==> src/rtl/k580vt57_pkg.sv <==
// Shared types for the K580VT57 DMA controller: FSM encoding, transfer types, mode bits.
package k580vt57_pkg;

    typedef enum logic [2:0] {
        ST_IDLE,
        ST_WAIT,
        ST_S1,
        ST_S2,
        ST_S3
    } state_t;

    localparam logic [1:0] XFER_VERIFY = 2'b00;
    localparam logic [1:0] XFER_WRITE  = 2'b01;
    localparam logic [1:0] XFER_READ   = 2'b10;

    localparam int MODE_ROT      = 4;
    localparam int MODE_EXTW     = 5;
    localparam int MODE_TCSTOP   = 6;
    localparam int MODE_AUTOLOAD = 7;

    // Count register view: type in the top two bits, 14-bit count below.
    typedef struct packed {
        logic [1:0]  xtype;
        logic [13:0] count;
    } cnt_t;

endpackage

==> src/rtl/k580vt57_arb.sv <==
// Purpose: 4-way DMA request arbiter, fixed (ch0 first) or rotating from last served.
// Latency: grant is combinational; the last-served pointer updates on upd.
// Backpressure: none; the caller decides when a grant is taken.
module k580vt57_arb (
    input  logic       clk,
    input  logic       reset_n,
    input  logic [3:0] req,
    input  logic       rotate,
    input  logic       upd,
    input  logic [1:0] upd_ch,
    output logic       gnt_vld,
    output logic [1:0] gnt_ch
);

    logic [1:0] last_q;
    logic [1:0] last_eff;
    logic [1:0] base;
    logic [1:0] idx;

    // The channel finishing this cycle already counts as last served for re-arbitration.
    assign last_eff = upd ? upd_ch : last_q;
    assign base     = rotate ? last_eff + 2'd1 : 2'd0;

    always_comb begin
        gnt_vld = 1'b0;
        gnt_ch  = 2'd0;
        idx     = 2'd0;
        for (int i = 3; i >= 0; i--) begin
            idx = base + 2'(i);
            if (req[idx]) begin
                gnt_vld = 1'b1;
                gnt_ch  = idx;
            end
        end
    end

    always_ff @(posedge clk) begin
        if (!reset_n) begin
            last_q <= 2'd3;
        end else if (upd) begin
            last_q <= upd_ch;
        end
    end

endmodule

==> src/rtl/k580vt57.sv <==
// Purpose: K580VT57 / i8257 four-channel DMA controller with CPU register port.
// Latency: IDLE->WAIT->S1->S2->S3 per transfer, one step per ce; S3 bursts straight to S1.
// Backpressure: waits in WAIT until hlda; hlda low at S3 ends the burst.
module k580vt57
    import k580vt57_pkg::*;
(
    input  logic        clk,
    input  logic        reset_n,
    input  logic        ce,
    input  logic [3:0]  iaddr,
    input  logic [7:0]  idata,
    output logic [7:0]  odata,
    input  logic        iwe_n,
    input  logic        ird_n,
    input  logic [3:0]  drq,
    output logic [3:0]  dack,
    output logic        hrq,
    input  logic        hlda,
    output logic [15:0] oaddr,
    output logic        memr_n,
    output logic        memw_n,
    output logic        ior_n,
    output logic        iow_n,
    output logic        tc
);

    state_t      state_q, state_d;
    logic [15:0] addr_q [4];
    logic [15:0] cnt_q  [4];
    logic [7:0]  mode_q;
    logic [3:0]  tc_flag_q;
    logic        bptr_q;
    logic [1:0]  ch_q, ch_d;
    logic        hrq_q, hrq_d;
    logic        iwe_n_q, ird_n_q;

    logic        we_evt, rd_evt;
    logic [1:0]  wr_ch;
    logic [3:0]  wr_sel;
    cnt_t        cur_cnt;
    logic        tc_now, active, in_s2, s3_step, update;
    logic [3:0]  req;
    logic        gnt_vld;
    logic [1:0]  gnt_ch;
    logic [15:0] rd_word;
    logic        ext_write_unused;

    assign we_evt  = iwe_n & ~iwe_n_q;
    assign rd_evt  = ird_n & ~ird_n_q;
    assign wr_ch   = iaddr[2:1];
    assign wr_sel  = (4'b0001 << wr_ch) | ((mode_q[MODE_AUTOLOAD] && wr_ch == 2'd2) ? 4'b1000 : 4'b0000);
    assign cur_cnt = cnt_q[ch_q];
    assign tc_now  = (cur_cnt.count == 14'd0);
    assign active  = (state_q == ST_S1) || (state_q == ST_S2) || (state_q == ST_S3);
    assign in_s2   = (state_q == ST_S2);
    assign s3_step = ce && (state_q == ST_S3);
    assign update  = (state_q == ST_S3) && (ch_q == 2'd2) && mode_q[MODE_AUTOLOAD] && tc_now;
    assign ext_write_unused = mode_q[MODE_EXTW];

    // A channel stopped by its own terminal count must not win the burst re-arbitration.
    always_comb begin
        req = drq & mode_q[3:0];
        if (state_q == ST_S3 && tc_now && mode_q[MODE_TCSTOP]) begin
            req[ch_q] = 1'b0;
        end
    end

    k580vt57_arb u_arb (
        .clk     (clk),
        .reset_n (reset_n),
        .req     (req),
        .rotate  (mode_q[MODE_ROT]),
        .upd     (s3_step),
        .upd_ch  (ch_q),
        .gnt_vld (gnt_vld),
        .gnt_ch  (gnt_ch)
    );

    always_comb begin
        state_d = state_q;
        hrq_d   = hrq_q;
        ch_d    = ch_q;
        if (ce) begin
            case (state_q)
                ST_IDLE: if (|req) begin
                    hrq_d   = 1'b1;
                    state_d = ST_WAIT;
                end
                ST_WAIT: if (!(|req)) begin
                    hrq_d   = 1'b0;
                    state_d = ST_IDLE;
                end else if (hlda) begin
                    ch_d    = gnt_ch;
                    state_d = ST_S1;
                end
                ST_S1: state_d = ST_S2;
                ST_S2: state_d = ST_S3;
                ST_S3: if (hlda && gnt_vld) begin
                    ch_d    = gnt_ch;
                    state_d = ST_S1;
                end else begin
                    hrq_d   = 1'b0;
                    state_d = ST_IDLE;
                end
                default: state_d = ST_IDLE;
            endcase
        end
    end

    always_ff @(posedge clk) begin
        if (!reset_n) begin
            state_q   <= ST_IDLE;
            hrq_q     <= 1'b0;
            ch_q      <= 2'd0;
            mode_q    <= 8'h00;
            tc_flag_q <= 4'h0;
            bptr_q    <= 1'b0;
            iwe_n_q   <= 1'b1;
            ird_n_q   <= 1'b1;
        end else begin
            state_q <= state_d;
            hrq_q   <= hrq_d;
            ch_q    <= ch_d;
            iwe_n_q <= iwe_n;
            ird_n_q <= ird_n;
            if (we_evt) begin
                if (!iaddr[3]) begin
                    bptr_q <= ~bptr_q;
                end else if (iaddr == 4'd8) begin
                    mode_q <= idata;
                    bptr_q <= 1'b0;
                end
            end
            if (rd_evt) begin
                if (!iaddr[3]) begin
                    bptr_q <= ~bptr_q;
                end else if (iaddr == 4'd8) begin
                    tc_flag_q <= 4'h0;
                end
            end
            if (s3_step && tc_now) begin
                tc_flag_q[ch_q] <= 1'b1;
                if (mode_q[MODE_TCSTOP]) begin
                    mode_q[{1'b0, ch_q}] <= 1'b0;
                end
            end
        end
    end

    // Address/count survive reset; the S3 update is written last so it wins over a CPU write.
    always_ff @(posedge clk) begin
        if (reset_n) begin
            for (int n = 0; n < 4; n++) begin
                if (we_evt && !iaddr[3] && wr_sel[n]) begin
                    if (iaddr[0]) begin
                        if (bptr_q) cnt_q[n][15:8] <= idata;
                        else        cnt_q[n][7:0]  <= idata;
                    end else begin
                        if (bptr_q) addr_q[n][15:8] <= idata;
                        else        addr_q[n][7:0]  <= idata;
                    end
                end
            end
            if (s3_step) begin
                addr_q[ch_q] <= addr_q[ch_q] + 16'd1;
                cnt_q[ch_q]  <= {cur_cnt.xtype, cur_cnt.count - 14'd1};
                if (update) begin
                    addr_q[2] <= addr_q[3];
                    cnt_q[2]  <= cnt_q[3];
                end
            end
        end
    end

    assign hrq    = hrq_q;
    assign dack   = active ? (4'b0001 << ch_q) : 4'b0000;
    assign oaddr  = active ? addr_q[ch_q] : 16'h0000;
    assign memr_n = !(in_s2 && cur_cnt.xtype == XFER_READ);
    assign iow_n  = !(in_s2 && cur_cnt.xtype == XFER_READ);
    assign memw_n = !(in_s2 && cur_cnt.xtype == XFER_WRITE);
    assign ior_n  = !(in_s2 && cur_cnt.xtype == XFER_WRITE);
    assign tc     = (in_s2 || state_q == ST_S3) && tc_now;

    always_comb begin
        rd_word = iaddr[0] ? cnt_q[iaddr[2:1]] : addr_q[iaddr[2:1]];
        odata   = 8'h00;
        if (!iaddr[3]) begin
            odata = bptr_q ? rd_word[15:8] : rd_word[7:0];
        end else if (iaddr == 4'd8) begin
            odata = {3'b000, update, tc_flag_q};
        end
    end

endmodule

==> config.mk <==
export PLATFORM = sky130hd
export DESIGN_NAME = k580vt57
export DESIGN_NICKNAME = d
export VERILOG_FILES = /design/src/rtl/k580vt57_pkg.sv /design/src/rtl/k580vt57_arb.sv /design/src/rtl/k580vt57.sv
export SDC_FILE = /design/constraint.sdc
export NUM_CORES = 1
export LEC_CHECK = 0
export CAP_MARGIN = 5
export CORE_MARGIN = 2
export CORE_UTILIZATION = 40
export DETAILED_ROUTE_END_ITERATION = 8
export HOLD_SLACK_MARGIN = 0.02
export PLACE_DENSITY = 0.62
export SLEW_MARGIN = 20
export SYNTH_ARGS = -nofsm -noshare
export SYNTH_HDL_FRONTEND = slang
export SYNTH_SLANG_ARGS = --single-unit
==> constraint.sdc <==
create_clock -name clk -period 14.45 [get_ports clk]
set_input_delay 2.89 -clock clk [delete_from_list [all_inputs] [get_ports clk]]
set_output_delay 2.89 -clock clk [all_outputs]
set_load 0.01 [all_outputs]
; Word-level counts from Yosys, hierarchy flattened
; Memory sizes are Yosys's and may differ from the RTL's. A register that Yosys moved wholly into a read port is not among the register bits.
; Cells that the tools add are included.
[word_totals]
input_bits = 22
wordCells = 228
output_inout_bits = 34
regBits = 23
memories = 2
mem_bits_rw = 128
[memory_table]
columns = memory, words, width, read_ports, rd_clocked_by_memory_dff, wr, line_no
row1 = addr_q, 4, 16, 3, 1, 5, k580vt57.sv:28  ; logic [15:0] addr_q [4];
row2 = cnt_q, 4, 16, 3, 1, 5, k580vt57.sv:29  ; logic [15:0] cnt_q [4];
[classes]
shifts = 2
n_eq_ne = 18
n_mux = 128
magnitude_cmp = 8
n_bitwise = 22
n_reduce_logical = 33
n_addsub = 6
[ops]
columns = op, count
row1 = 8-bit two-way mux, 12
row2 = 1-bit two-way mux, 79
row3 = 16-bit two-way mux, 2
row4 = 4-bit two-way mux, 8
row5 = 2-bit two-way mux, 14
row6 = 1-bit logical AND, 19
row7 = "16-bit by 1-bit adder with 16-bit output, second input constant", 1
row8 = "2-bit by 3-bit < comparator with 1-bit output, second input constant", 5
row9 = 3-bit case mux with 5 select lines, 1
row10 = 14-bit logical NOT, 1
row11 = "14-bit by 1-bit subtractor with 14-bit output, second input constant", 1
row12 = "2-bit == test, second input constant", 5
row13 = "2-bit inequality test, second input constant", 5
row14 = 5-bit AND reduction, 2
row15 = 3-bit two-way mux, 3
row16 = 4-bit AND, 2
row17 = 8-bit AND, 1
row18 = 1-bit binary-select mux with 2-bit select, 4
row19 = 4-bit NOT with 8-bit output, 1
row20 = 4-bit bitwise OR, 2
row21 = "1-bit by 2-bit << shifter with 4-bit output, first input constant", 2
row22 = 1-bit AND, 6
row23 = "3-bit by 2-bit == test with 1-bit output, second input constant", 2
row24 = 5-bit two-way mux, 1
row25 = 23 further kinds, 38

; Longest topological paths before layout
[logic_depth]
ltp_word = 18
depth_mapped = 16
mapped_depth_nobuf = 10

; By module
; A second synthesis with hierarchy kept.
[hier_totals]
hier_cells = 819
area_unflattened_um2 = 9252.6
[modules_own_cells]
columns = mod, seq_area_each_um2, cells_each, area_each_um2, instances
row1 = k580vt57, 4284.1, 787, 8994.9, 1
row2 = k580vt57_arb, 40.0, 32, 257.7, 1

; Worst setup path after synthesis
; No wires, ideal clock.
[synth_path]
path_type = input to output
from = input port iaddr[1]
to = output port odata[0]
setup_slack_ns = 6.498
path_stages = 6
n_path_buf = 2
arrival_ns = 5.062
required_ns = 11.560
path_cell_list = clkbuf_1 buf_1 mux4_2 mux4_2 inv_1 o21ai_0
[synth_via]
elab_chain_cells = 4
elab_cells_between_ends = 7
classes_between = 1 x eq/ne / 4 x mux / 2 x memory
[synth_rtl]
columns = item, line_no
row1 = from (decl), k580vt57.sv:10  ; input logic [3:0] iaddr,
row2 = memory 4 x 16 bit (on tied branches), --
row3 = 16-bit two-way mux, k580vt57.sv:185  ; rd_word = iaddr[0] ? cnt_q[iaddr[2:1]] : addr_q[iaddr[2:1]];
row4 = 8-bit two-way mux, k580vt57.sv:188  ; odata = bptr_q ? rd_word[15:8] : rd_word[7:0];
row5 = 8-bit two-way mux *, k580vt57.sv:187  ; if (!iaddr[3]) begin
row6 = to (decl), k580vt57.sv:12  ; output logic [7:0] odata,
; Every way passes the cells marked *; elsewhere a longest branch is shown, timed or not.

; Worst setup path in the final report
[layout_path]
from = input port iaddr[0]
to = output port odata[4]
[layout_via]
elab_chain_cells = 3
elab_cells_between_ends = 5
classes_between = 1 x eq/ne / 4 x mux
[layout_rtl]
columns = item, line_no
row1 = 4-bit == test / 16-bit two-way mux (equally long branches), "k580vt57.sv:189, k580vt57.sv:185"
row2 = 5-bit two-way mux / 8-bit two-way mux (equally long branches), "k580vt57.sv:189, k580vt57.sv:188"
row3 = 8-bit two-way mux *, k580vt57.sv:187
; Marks and branches as above.

==> summary.txt <==
Yosys
  – Mapped Avg Cell Area: 11.11 um^2
  – Synth Warn #: 0
  – Post-synthesis cell count: 822
  – Post-synth EDFFs: 128
  – Post-synthesis sequential area ratio: 47.36%
  – Post-synth ARST share: 0%
  – Top_reg_cell synth: edfxtp_1
  – Syn nets: 847
  – Cell variety after synth: 60
  – Cell Area, Synth: 0.009131 mm^2
  – Yosys reg bits: 152

Floorplan
  – Initial Util: 40.58%
  – Count of boundary I/O pins: 56
  – Core area: 0.02250 mm^2
  – Die area: 0.02405 mm^2
  – Rows: 55
  – Die height: 155.1 um
  – Die Width: 155.1 um

Setup path
  – Crit path max fanout: 13
  – Reg2Reg Depth: 11
  – Critical path endpoint category: output pin
  – Critical Path RT: 11,560 ps
  – Setup CP Type: in2out
  – CP startpoint kind: input port
  – CP arrival: 5630 ps

Layout
  – Layout cells sized above 1: 16.55%
  – Util after Layout: 46.97%
  – Post-layout nets: 882
  – Fin cells: 1,155
  – Fill count: 2,050
  – Antenna cells: 0
  – P&R area growth vs syn: 15.76%

Clock network
  – Worst-skew pair later-pin latency: 430 ps
  – CTS buffer count: 17
  – Hold buffer count at CTS: 0
  – CTS Buffer Depth: 2
  – Resized Gates After CTS: 0
  – Root Buffer Master: clkbuf_16
  – Setup bufs post-CTS: 0
  – Clk pin slew, worst setup/hold paths: 60 ps
  – Max H-tree Level: 4
  – CTS tree: built
  – CTS sink cnt: 152

Detailed routing
  – Routed len/inst: 25.18 um
  – Routed via count: 7,357
  – DRT Pass-1 Iters: 7
  – DR DRC count: 0
  – Via-to-Cell Ratio: 6.370
  – DRT iter0 DRCs: 1,167
  – Routed WL: 29.08 mm
  – ANT nets after route: 0

STA
  – Slew @ Worst Pin: 1116 ps
  – Skew final: 7.543 ps
  – Post-route clock period utilization: 58.94%
  – Final hold vios: 0
  – Final setup violation count: 0
  – Unrepaired setup endpoints after global routing: no
  – Achievable Freq: 117.4 MHz
  – Worst rel slew slack: 24.81%
  – Slew Limit Fails: 0
  – Final Critical Period: 8517 ps
  – Post-route setup TNS: 0 ps

Outcome
  – Status: completed

Pwr
  – Power per cell area: 92.71 mW/mm^2
  – Leakage power: 3.511 nW
  – Peak supply drop: 54.51 uV

Placed design
  – Placer Congestion: 0.8368
  – Port bufs: 55
  – DP HPWL: 19.95 mm
  – Cells after DPL: 1,123

Global route
  – Global-route wire length before repair: 43.82 mm
  – Initial antenna violation count: 0
  – Global route total overflow: 0
  – Vias in the first global route: 6,938
  – Largest net degree at the start of global routing: 63
  – Total GRT Usage: 24.73%

Hold path
  – Worst hold stages: 2
  – Worst min path class: reg2reg

Job
  – Max-Cap Viols: 0
-- area by class of cell --
cell class,instances,area (um^2),share of cell area (%)
Multi-Input combinational cell,590,4508,42.65
Sequential cell,152,4327,40.93
Timing Repair Buffer,79,720.7,6.818
Clock buffer,26,563.0,5.327
Tap cell,285,356.6,3.374
Inverter,17,63.81,0.6037
Clock inverter,6,31.28,0.2959
-- kinds of logic after synthesis --
| group | after synthesis | synth area share, % |
|---|---|---|
| AND/OR/NAND/NOR | 256 | 13.63 |
| AO/OA/AOI/OAI | 221 | 13.47 |
| flip-flops | 152 | 47.36 |
| multiplexers | 83 | 18.84 |
| buffers and inverters | 80 | 3.700 |
| XOR/XNOR | 27 | 2.590 |
| adder cells (fa/ha/maj) | 3 | 0.4111 |
-- synthesized netlist by cell type (10+ instances only) --
library cell | n | share of area [%]
edfxtp_1 | 128 | 42
a21oi_1 | 100 | 5.5
nand2_1 | 100 | 4.1
mux4_2 | 71 | 18
nor2_1 | 58 | 2.4
o21ai_1 | 55 | 3.0
clkbuf_1 | 48 | 2.0
nor2b_1 | 28 | 1.9
o21ai_0 | 25 | 1.4
dfxtp_1 | 24 | 5.3
xnor2_1 | 20 | 1.9
inv_1 | 16 | 0.66
nand3_1 | 12 | 0.66
mux2i_1 | 11 | 1.2
nand2b_1 | 11 | 0.75
nor3_1 | 10 | 0.55
-- flip-flops by register name, indices dropped and copies added, names as in the netlist, 2 cells and up, named ones only --
| name | count |
|---|---|
| addr_q | 64 |
| ch_q | 2 |
| cnt_q | 64 |
| mode_q | 7 |
| state_q | 3 |
| tc_flag_q | 4 |
| u_arb.last_q | 2 |
-- power breakdown --
group / total [mW] / internal [mW] / leakage (nW) / switching, mW
clock: 0.443 / 0.268 / 0.302 / 0.175
combinational: 0.0597 / 0.0281 / 1.86 / 0.0316
sequential: 0.477 / 0.476 / 1.35 / 0.00148
-- final timing paths --
kind                start  slack (ps)      endpoint
max reg2reg     flip-flop        9590  cnt_q[2][14]
min reg2reg  tc_flag_q[3]         520  tc_flag_q[3]
min          tc_flag_q[3]         520  tc_flag_q[3]
max              iaddr[0]        5930      odata[4]
-- cells in the final DEF, fill, tap and decap left out, types with 16 or more instances in the layout --
master,instances
a21oi_1,99
mux4_2,71
edfxtp_1,128
nor2b_1,28
clkbuf_16,20
o21ai_1,58
dfxtp_1,22
buf_4,24
xnor2_1,20
o21ai_0,22
nand2_1,100
clkdlybuf4s50_1,53
nor2_1,56
inv_1,16
-- through the flow --
stage | worst slack (ps) | power (mW) | instance area, um^2 | hold WS (ps)
floorplan | 6498 | 0.5227 | 9131 | 475.0
global placement | 5638 | 0.5442 | 9962 | 504.8
detailed placement | 5565 | 0.5450 | 9962 | 505.9
CTS | 5552 | 0.9830 | 10560 | 524.7
global route | 5744 | 1.004 | 10570 | 566.7
finish | 5933 | 0.9800 | 10570 | 516.4
-- routing by layer --
layer	vias up	track usage (%)	wire length [um]
li1	3194	-	-
met1	3641	33.76	11590
met2	455	39.24	13720
met3	67	5.265	2951
met4	0	8.818	818
met5	-	0	0
-- worst max-delay path: stages --
cell and delay (ps):
clkdlybuf4s50_1 900, nor4b_2 780, nand2_1 200, o22ai_1 260
clkdlybuf4s50_1 590
Power figures use the tool's default switching activity.
